`src/rtl/dma_fifo_drain_if.sv`:
```
// FIFO read port and openMSP430 DMA write port seen by the FIFO drain engine.
// master: the drain engine. slave: the FIFO / DMA side.
interface dma_fifo_drain_if #(
  parameter int DATA   = 16,
  parameter int ADDR_W = 15
);
  logic              fifo_empty;
  logic [DATA-1:0]   fifo_out;
  logic              fifo_enable;
  logic              fifo_wr_rd;
  logic [ADDR_W-1:0] dma_addr;
  logic [DATA-1:0]   dma_din;
  logic              dma_en;
  logic [1:0]        dma_we;
  logic              dma_ready;
  logic              dma_resp;

  modport master (
    input  fifo_empty, fifo_out, dma_ready, dma_resp,
    output fifo_enable, fifo_wr_rd, dma_addr, dma_din, dma_en, dma_we
  );

  modport slave (
    output fifo_empty, fifo_out, dma_ready, dma_resp,
    input  fifo_enable, fifo_wr_rd, dma_addr, dma_din, dma_en, dma_we
  );
endinterface

```
`src/rtl/dma_fifo_drain.sv`:
```
// Read-side master of the DMA controller FIFO: pops one word at a time and
// writes it to data memory through the DMA port, with wait states, bounded
// bus-error retry, address wrap, abort and completion reporting.
module dma_fifo_drain #(
  parameter int DATA      = 16,
  parameter int ADDR_W    = 15,
  parameter int LEN_W     = 16,
  parameter int MAX_RETRY = 3
) (
  input  logic              clk,
  input  logic              rst,
  input  logic              start,
  input  logic              abort,
  input  logic [ADDR_W-1:0] base_addr,
  input  logic [LEN_W-1:0]  length,
  output logic              busy,
  output logic              done,
  output logic              error,
  output logic [LEN_W-1:0]  words_left,
  dma_fifo_drain_if.master  bus
);

  // Retry counter must hold 0..MAX_RETRY.
  localparam int RW = (MAX_RETRY < 1) ? 1 : $clog2(MAX_RETRY + 1);
  localparam logic [RW-1:0]    RETRY_LIM = RW'(MAX_RETRY);
  localparam logic [LEN_W-1:0] ONE_WORD  = LEN_W'(1);

  typedef enum logic [2:0] {
    S_IDLE  = 3'd0,
    S_FETCH = 3'd1,
    S_WRITE = 3'd2,
    S_RESP  = 3'd3,
    S_ERROR = 3'd4
  } state_t;

  state_t            state_reg, state_next;
  logic [ADDR_W-1:0] addr_reg;
  logic [DATA-1:0]   din_reg;
  logic [LEN_W-1:0]  left_reg;
  logic [RW-1:0]     retry_reg;
  logic              abort_pend_reg;
  logic              busy_reg;
  logic              done_reg;
  logic              error_reg;

  logic idle_like;
  logic zero_len;
  logic last_word;
  logic retry_max;
  logic abort_seen;

  assign idle_like  = (state_reg == S_IDLE) || (state_reg == S_ERROR);
  assign zero_len   = (length == '0);
  assign last_word  = (left_reg == ONE_WORD);
  assign retry_max  = (retry_reg == RETRY_LIM);
  // An abort raised during WRITE is remembered; one raised in RESP counts too.
  assign abort_seen = abort_pend_reg | abort;

  // State register.
  always_ff @(posedge clk) begin
    if (!rst) state_reg <= S_IDLE;
    else      state_reg <= state_next;
  end

  // Next-state decode.
  always_comb begin
    state_next = state_reg;
    unique case (state_reg)
      S_IDLE, S_ERROR: begin
        if (start) state_next = zero_len ? S_IDLE : S_FETCH;
      end
      S_FETCH: begin
        if (abort)                state_next = S_IDLE;
        else if (!bus.fifo_empty) state_next = S_WRITE;
      end
      S_WRITE: begin
        // A request once issued is held until granted, abort or not.
        if (bus.dma_ready) state_next = S_RESP;
      end
      S_RESP: begin
        if (!bus.dma_resp)  state_next = (last_word || abort_seen) ? S_IDLE : S_FETCH;
        else if (!retry_max) state_next = S_WRITE;
        else                 state_next = S_ERROR;
      end
      default: state_next = S_IDLE;
    endcase
  end

  // Strobes decoded from the current state; never from same-cycle fifo_out.
  always_comb begin
    bus.fifo_enable = 1'b0;
    bus.dma_en      = 1'b0;
    bus.dma_we      = 2'b00;
    if (state_reg == S_FETCH) bus.fifo_enable = !bus.fifo_empty && !abort;
    if (state_reg == S_WRITE) begin
      bus.dma_en = 1'b1;
      bus.dma_we = 2'b11;
    end
  end

  // Datapath and registered status outputs.
  always_ff @(posedge clk) begin
    if (!rst) begin
      addr_reg       <= '0;
      din_reg        <= '0;
      left_reg       <= '0;
      retry_reg      <= '0;
      abort_pend_reg <= 1'b0;
      busy_reg       <= 1'b0;
      done_reg       <= 1'b0;
      error_reg      <= 1'b0;
    end else begin
      done_reg <= 1'b0;
      busy_reg <= (state_next == S_FETCH) || (state_next == S_WRITE) ||
                  (state_next == S_RESP);
      unique case (state_reg)
        S_IDLE, S_ERROR: begin
          if (start) begin
            error_reg      <= 1'b0;
            abort_pend_reg <= 1'b0;
            if (zero_len) begin
              done_reg <= 1'b1;
              left_reg <= '0;
            end else begin
              addr_reg <= base_addr;
              left_reg <= length;
            end
          end
        end
        S_FETCH: begin
          if (abort) begin
            done_reg <= 1'b1;
          end else if (!bus.fifo_empty) begin
            din_reg   <= bus.fifo_out;
            retry_reg <= '0;
          end
        end
        S_WRITE: begin
          if (abort) abort_pend_reg <= 1'b1;
        end
        S_RESP: begin
          if (abort) abort_pend_reg <= 1'b1;
          if (!bus.dma_resp) begin
            addr_reg <= addr_reg + 1'b1;
            left_reg <= left_reg - 1'b1;
            if (last_word || abort_seen) done_reg <= 1'b1;
          end else if (!retry_max) begin
            retry_reg <= retry_reg + 1'b1;
          end else begin
            // Failed word stays counted in words_left; no done pulse.
            error_reg <= 1'b1;
          end
        end
        default: ;
      endcase
    end
  end

  assign bus.fifo_wr_rd = 1'b0;
  assign bus.dma_addr   = addr_reg;
  assign bus.dma_din    = din_reg;
  assign busy           = busy_reg;
  assign done           = done_reg;
  assign error          = error_reg;
  assign words_left     = left_reg;

endmodule

```
`src/flat_wrapper.sv`:
```
// flat-port wrapper written by rule: the top's interface ports become plain ports
module dma_fifo_drain_flat 
#(
  parameter int DATA      = 16,
  parameter int ADDR_W    = 15,
  parameter int LEN_W     = 16,
  parameter int MAX_RETRY = 3
)
  (clk, rst, start, abort, base_addr, length, busy, done, error, words_left, bus_fifo_empty, bus_fifo_out, bus_dma_ready, bus_dma_resp, bus_fifo_enable, bus_fifo_wr_rd, bus_dma_addr, bus_dma_din, bus_dma_en, bus_dma_we);
  dma_fifo_drain_if #(.DATA(DATA), .ADDR_W(ADDR_W)) bus_i ();
  input  logic clk;
  input  logic rst;
  input  logic start;
  input  logic abort;
  input  logic [ADDR_W-1:0] base_addr;
  input  logic [LEN_W-1:0] length;
  output logic busy;
  output logic done;
  output logic error;
  output logic [LEN_W-1:0] words_left;
  input wire logic [$bits(bus_i.fifo_empty)-1:0] bus_fifo_empty;
  input wire logic [$bits(bus_i.fifo_out)-1:0] bus_fifo_out;
  input wire logic [$bits(bus_i.dma_ready)-1:0] bus_dma_ready;
  input wire logic [$bits(bus_i.dma_resp)-1:0] bus_dma_resp;
  output wire logic [$bits(bus_i.fifo_enable)-1:0] bus_fifo_enable;
  output wire logic [$bits(bus_i.fifo_wr_rd)-1:0] bus_fifo_wr_rd;
  output wire logic [$bits(bus_i.dma_addr)-1:0] bus_dma_addr;
  output wire logic [$bits(bus_i.dma_din)-1:0] bus_dma_din;
  output wire logic [$bits(bus_i.dma_en)-1:0] bus_dma_en;
  output wire logic [$bits(bus_i.dma_we)-1:0] bus_dma_we;
  assign bus_i.fifo_empty = bus_fifo_empty;
  assign bus_i.fifo_out = bus_fifo_out;
  assign bus_i.dma_ready = bus_dma_ready;
  assign bus_i.dma_resp = bus_dma_resp;
  assign bus_fifo_enable = bus_i.fifo_enable;
  assign bus_fifo_wr_rd = bus_i.fifo_wr_rd;
  assign bus_dma_addr = bus_i.dma_addr;
  assign bus_dma_din = bus_i.dma_din;
  assign bus_dma_en = bus_i.dma_en;
  assign bus_dma_we = bus_i.dma_we;
  dma_fifo_drain #(.DATA(DATA), .ADDR_W(ADDR_W), .LEN_W(LEN_W), .MAX_RETRY(MAX_RETRY)) u_core (.clk(clk), .rst(rst), .start(start), .abort(abort), .base_addr(base_addr), .length(length), .busy(busy), .done(done), .error(error), .words_left(words_left), .bus(bus_i));
endmodule
```
`config.mk`:
```
export PLATFORM = sky130hd
export DESIGN_NAME = dma_fifo_drain_flat
export DESIGN_NICKNAME = d
export VERILOG_FILES = /design/src/rtl/dma_fifo_drain_if.sv /design/src/rtl/dma_fifo_drain.sv /design/src/flat_wrapper.sv
export SDC_FILE = /design/constraint.sdc
export NUM_CORES = 1
export LEC_CHECK = 0
export CORE_MARGIN = 2
export CORE_UTILIZATION = 45
export CTS_BUF_LIST = sky130_fd_sc_hd__clkbuf_4 sky130_fd_sc_hd__clkbuf_8 sky130_fd_sc_hd__clkbuf_16
export CTS_CLUSTER_DIAMETER = 60
export DETAILED_ROUTE_END_ITERATION = 8
export PLACE_DENSITY = 0.8
export SYNTH_ARGS = -nofsm -noshare
export SYNTH_HDL_FRONTEND = slang
export SYNTH_SLANG_ARGS = --single-unit
```
`constraint.sdc`:
```
create_clock -name clk -period 1.9 [get_ports clk]
set_input_delay 0.19 -clock clk [delete_from_list [all_inputs] [get_ports clk]]
set_output_delay 0.19 -clock clk [all_outputs]
set_load 0.005 [all_outputs]
```
==> results.yml, run 1 <==
outcome:
  status: "completed"
finish:
  antenna-diode-count: 0
  design_area_sq_mm: 0.00451
  layout_common_cells: "106 x clkdlybuf4s50_1, 84 x nand2_1, 55 x dfxtp_1, 46 x a21oi_1, 33 x buf_4"
  syn_to_final_growth_pct: 45.4
  drive_gt1_frac: 0.126
  final_cells: 602
  final_common_cell: "clkdlybuf4s50_1"
  nFillCells: 560
  nNetsFinal: 579
sta:
  finalCritPeriodShare: 0.976
  rsz0062_at_grt: "yes"
  whs_ns: 0.400
  fmax_ghz: 0.539
  setup_viol: 0
  setup_ws_ns: 0.0449
  slew_viol_final: 0
  min_period_ns: 1.86
  finalHoldViolCount: 0
  skew_ns: 0.00951
route:
  drt-pass1-iter-count: 5
  vias_per_cell: 5.72
  detail-route-antenna-nets: 0
  drtIter0Drc: 172
  drt_wl_total_um: 9210
  vias: 3443
  wire_per_inst_um: 15.3
  drc: 0
pwr:
  p_leak_nw: 1.70
  total_power_mw: 2.78
  p_int_mw: 1.92
  pwr-share-comb: 0.270
  ir_drop_uv: 431
  netSwitchingFraction: 0.307
  power_density_mw_per_mm2: 616
  clkPwrFrac: 0.257
  pwr-share-seq: 0.473
  power_switching_uw: 852
placement:
  io_buffers: 107
  gp_congestion: 0.891
  hpwl_um: 6720
  pre_cts_slack_ns: -0.324
  place_inst: 594
  placed_area_sq_mm: 0.00437
synth:
  ys_seq_area_frac: 0.362
  syn_area_per_cell_sq_um: 7.65
  synth_ff_type: "dfxtp_1"
  syn-cell-area_sq_mm: 0.00310
  synth_cell_types: 63
  synth_nets: 463
  async_flop_share: 0
  ys_seq_elements: 56
  synth_edf_count: 0
  synth_warnings: 0
  synthCells: 405
die:
  core-area_sq_mm: 0.00672
  fp-row-count: 30
  fp.dieH_um: 87.0
  start_util: 0.461
  die_x_um: 87.0
  die_area_sq_mm: 0.00756
  io_pins: 109
critical_path:
  crit_family: "buffers and inverters"
  slowest_delay_ns: 0.44
  crit_fanout: 16
  critPathSlowestCell: "clkdlybuf4s50_1"
  endpoint_kind: "flip-flop"
  startpoint_type: "input port"
  worst-path-buf-inv: 3
  crit_required_ns: 2.09
  path_cells: "clkdlybuf4s50_1 -> nor4_2 -> buf_4 -> nand4_1 -> buf_4 -> o31a_4 -> a21oi_1 -> a311oi_2"
  worstPathArrival_ns: 2.05
  crit_top_cell: "buf_4"
  worstSetupPathType: "in -> reg"
clocking:
  clockBufferDepth: 2
  clock_sinks: 56
  path_clk_slew_ns: 0.11
  cts-root-buf: "clkbuf_8"
  cts_hold_buf: 0
  cts_max_level: 2
  cts_tree: "built"
  cts_buffers: 5
  clock_latency_ns: 0.32
global_routing:
  top_usage_layer: "met2"
  met2_usage: 0.401
  grt_pass1_wl_um: 14800
  grt_remaining_overflow: 0
  use_met1: 0.305
  grt_max_degree: 32
  grt_pass1_vias: 3235
  use_met3: 0.0502
  track_usage: 0.240
  antenna_found_initial: 0
job:
  cap_viol_max_count: 0
hold_path:
  hold_path.class: "in -> reg"
per-stage QoR:
step | utilization | setup TNS (ns)
6_report | 0.671 | 0
3_3_place_gp | 0.650 | -4.02
5_1_grt | 0.671 | -0.0284
3_5_place_dp | 0.650 | -4.90
2_1_floorplan | - | 0
4_1_cts | 0.666 | 0
power by group through the flow:
stage	logic [mW]	registers (mW)	clock network, mW
floorplan	0.338	1.33	0
global placement	0.721	1.33	0
detailed placement	0.734	1.34	0
CTS	0.741	1.31	0.720
global route	0.816	1.32	0.758
finish	0.749	1.31	0.714
cell usage after synthesis (2+ instances only):
master	n	area share
buf_6	2	0.0073
o211ai_1	2	0.0048
o21a_1	3	0.0073
or3_1	3	0.0061
o41ai_1	3	0.0085
nor4_1	7	0.014
nand3b_1	3	0.0073
buf_2	13	0.021
nand2b_1	4	0.0081
a31oi_1	7	0.014
nand4_1	2	0.0040
nand3_1	14	0.023
o21ai_1	8	0.013
dfxtp_1	56	0.36
nor2b_1	2	0.0040
a22oi_1	2	0.0048
and4_1	3	0.0085
or4_1	3	0.0073
o31ai_1	7	0.017
a311oi_1	2	0.0057
nor2_1	26	0.032
a32o_1	4	0.013
clkbuf_1	12	0.015
and3_1	6	0.012
buf_4	4	0.0097
o221a_2	2	0.0073
nor3_2	3	0.0097
nor3_1	3	0.0048
and2_1	5	0.010
nand2_1	84	0.10
ha_1	4	0.016
a311oi_2	2	0.0097
o21ai_0	21	0.034
inv_1	8	0.0097
a21oi_1	47	0.076
worst min-delay path, stage by stage:
cell and delay (ns):
clkdlybuf4s50_1 0.39, nand2_1 0.05, a21oi_1 0.05
layout make-up:
| cell class | instances | area, sq um | share of cell area |
|---|---|---|---|
| Timing Repair Buffer | 141 | 1340 | 0.297 |
| Clock buffer | 5 | 68.8 | 0.0153 |
| Clock inverter | 3 | 25.0 | 0.00555 |
| Tap cell | 80 | 100 | 0.0222 |
| Sequential cell | 56 | 1120 | 0.249 |
| Multi-Input combinational cell | 308 | 1820 | 0.403 |
| Inverter | 9 | 33.8 | 0.00750 |
metal layers:
metal | routed length (um) | up-vias
met5 | 0 | -
met4 | 229 | 0
met3 | 523 | 17
met2 | 4460 | 116
met1 | 4000 | 1626
li1 | - | 1684
kinds of logic (layout without fill, tap and decap cells):
family          count (synthesis)  in the layout  synth area share
flops                          56             56             0.362
other cells                     1              1           0.00121
compound gates                126            126             0.272
simple gates                  177            177             0.284
fa+ha+maj                       4              4            0.0162
buf+inv                        41            158            0.0646
worst paths after layout:
kind,start,to,slack [ns],depth (start not counted)
setup / recovery,length[10],u_core.bus.dma_addr[0],0.04,8
setup reg to reg,u_core.words_left[9],u_core.busy,0.10,5
hold reg to reg,u_core.bus.dma_din[4],u_core.bus.dma_din[4],0.46,2
hold / removal,bus_fifo_out[0],u_core.bus.dma_din[0],0.40,3
what timing repair did:
action / in CTS / in global routing
gates resized for setup: 4 / 6
setup buffers: 0 / 0
endpoints found under the setup margin: 4 / 9
No activity file was read; power rests on OpenSTA's default activity.
==> run 2, diff against run 1 <==
--- a/config.mk
+++ b/config.mk
@@ -11,6 +11,7 @@
 export CTS_CLUSTER_DIAMETER = 60
 export DETAILED_ROUTE_END_ITERATION = 8
 export PLACE_DENSITY = 0.8
+export SLEW_MARGIN = 20
 export SYNTH_ARGS = -nofsm -noshare
 export SYNTH_HDL_FRONTEND = slang
 export SYNTH_SLANG_ARGS = --single-unit
==> results of run 2 <==
Same layout as run 1: the final DEF is identical, and so are final timing and power.
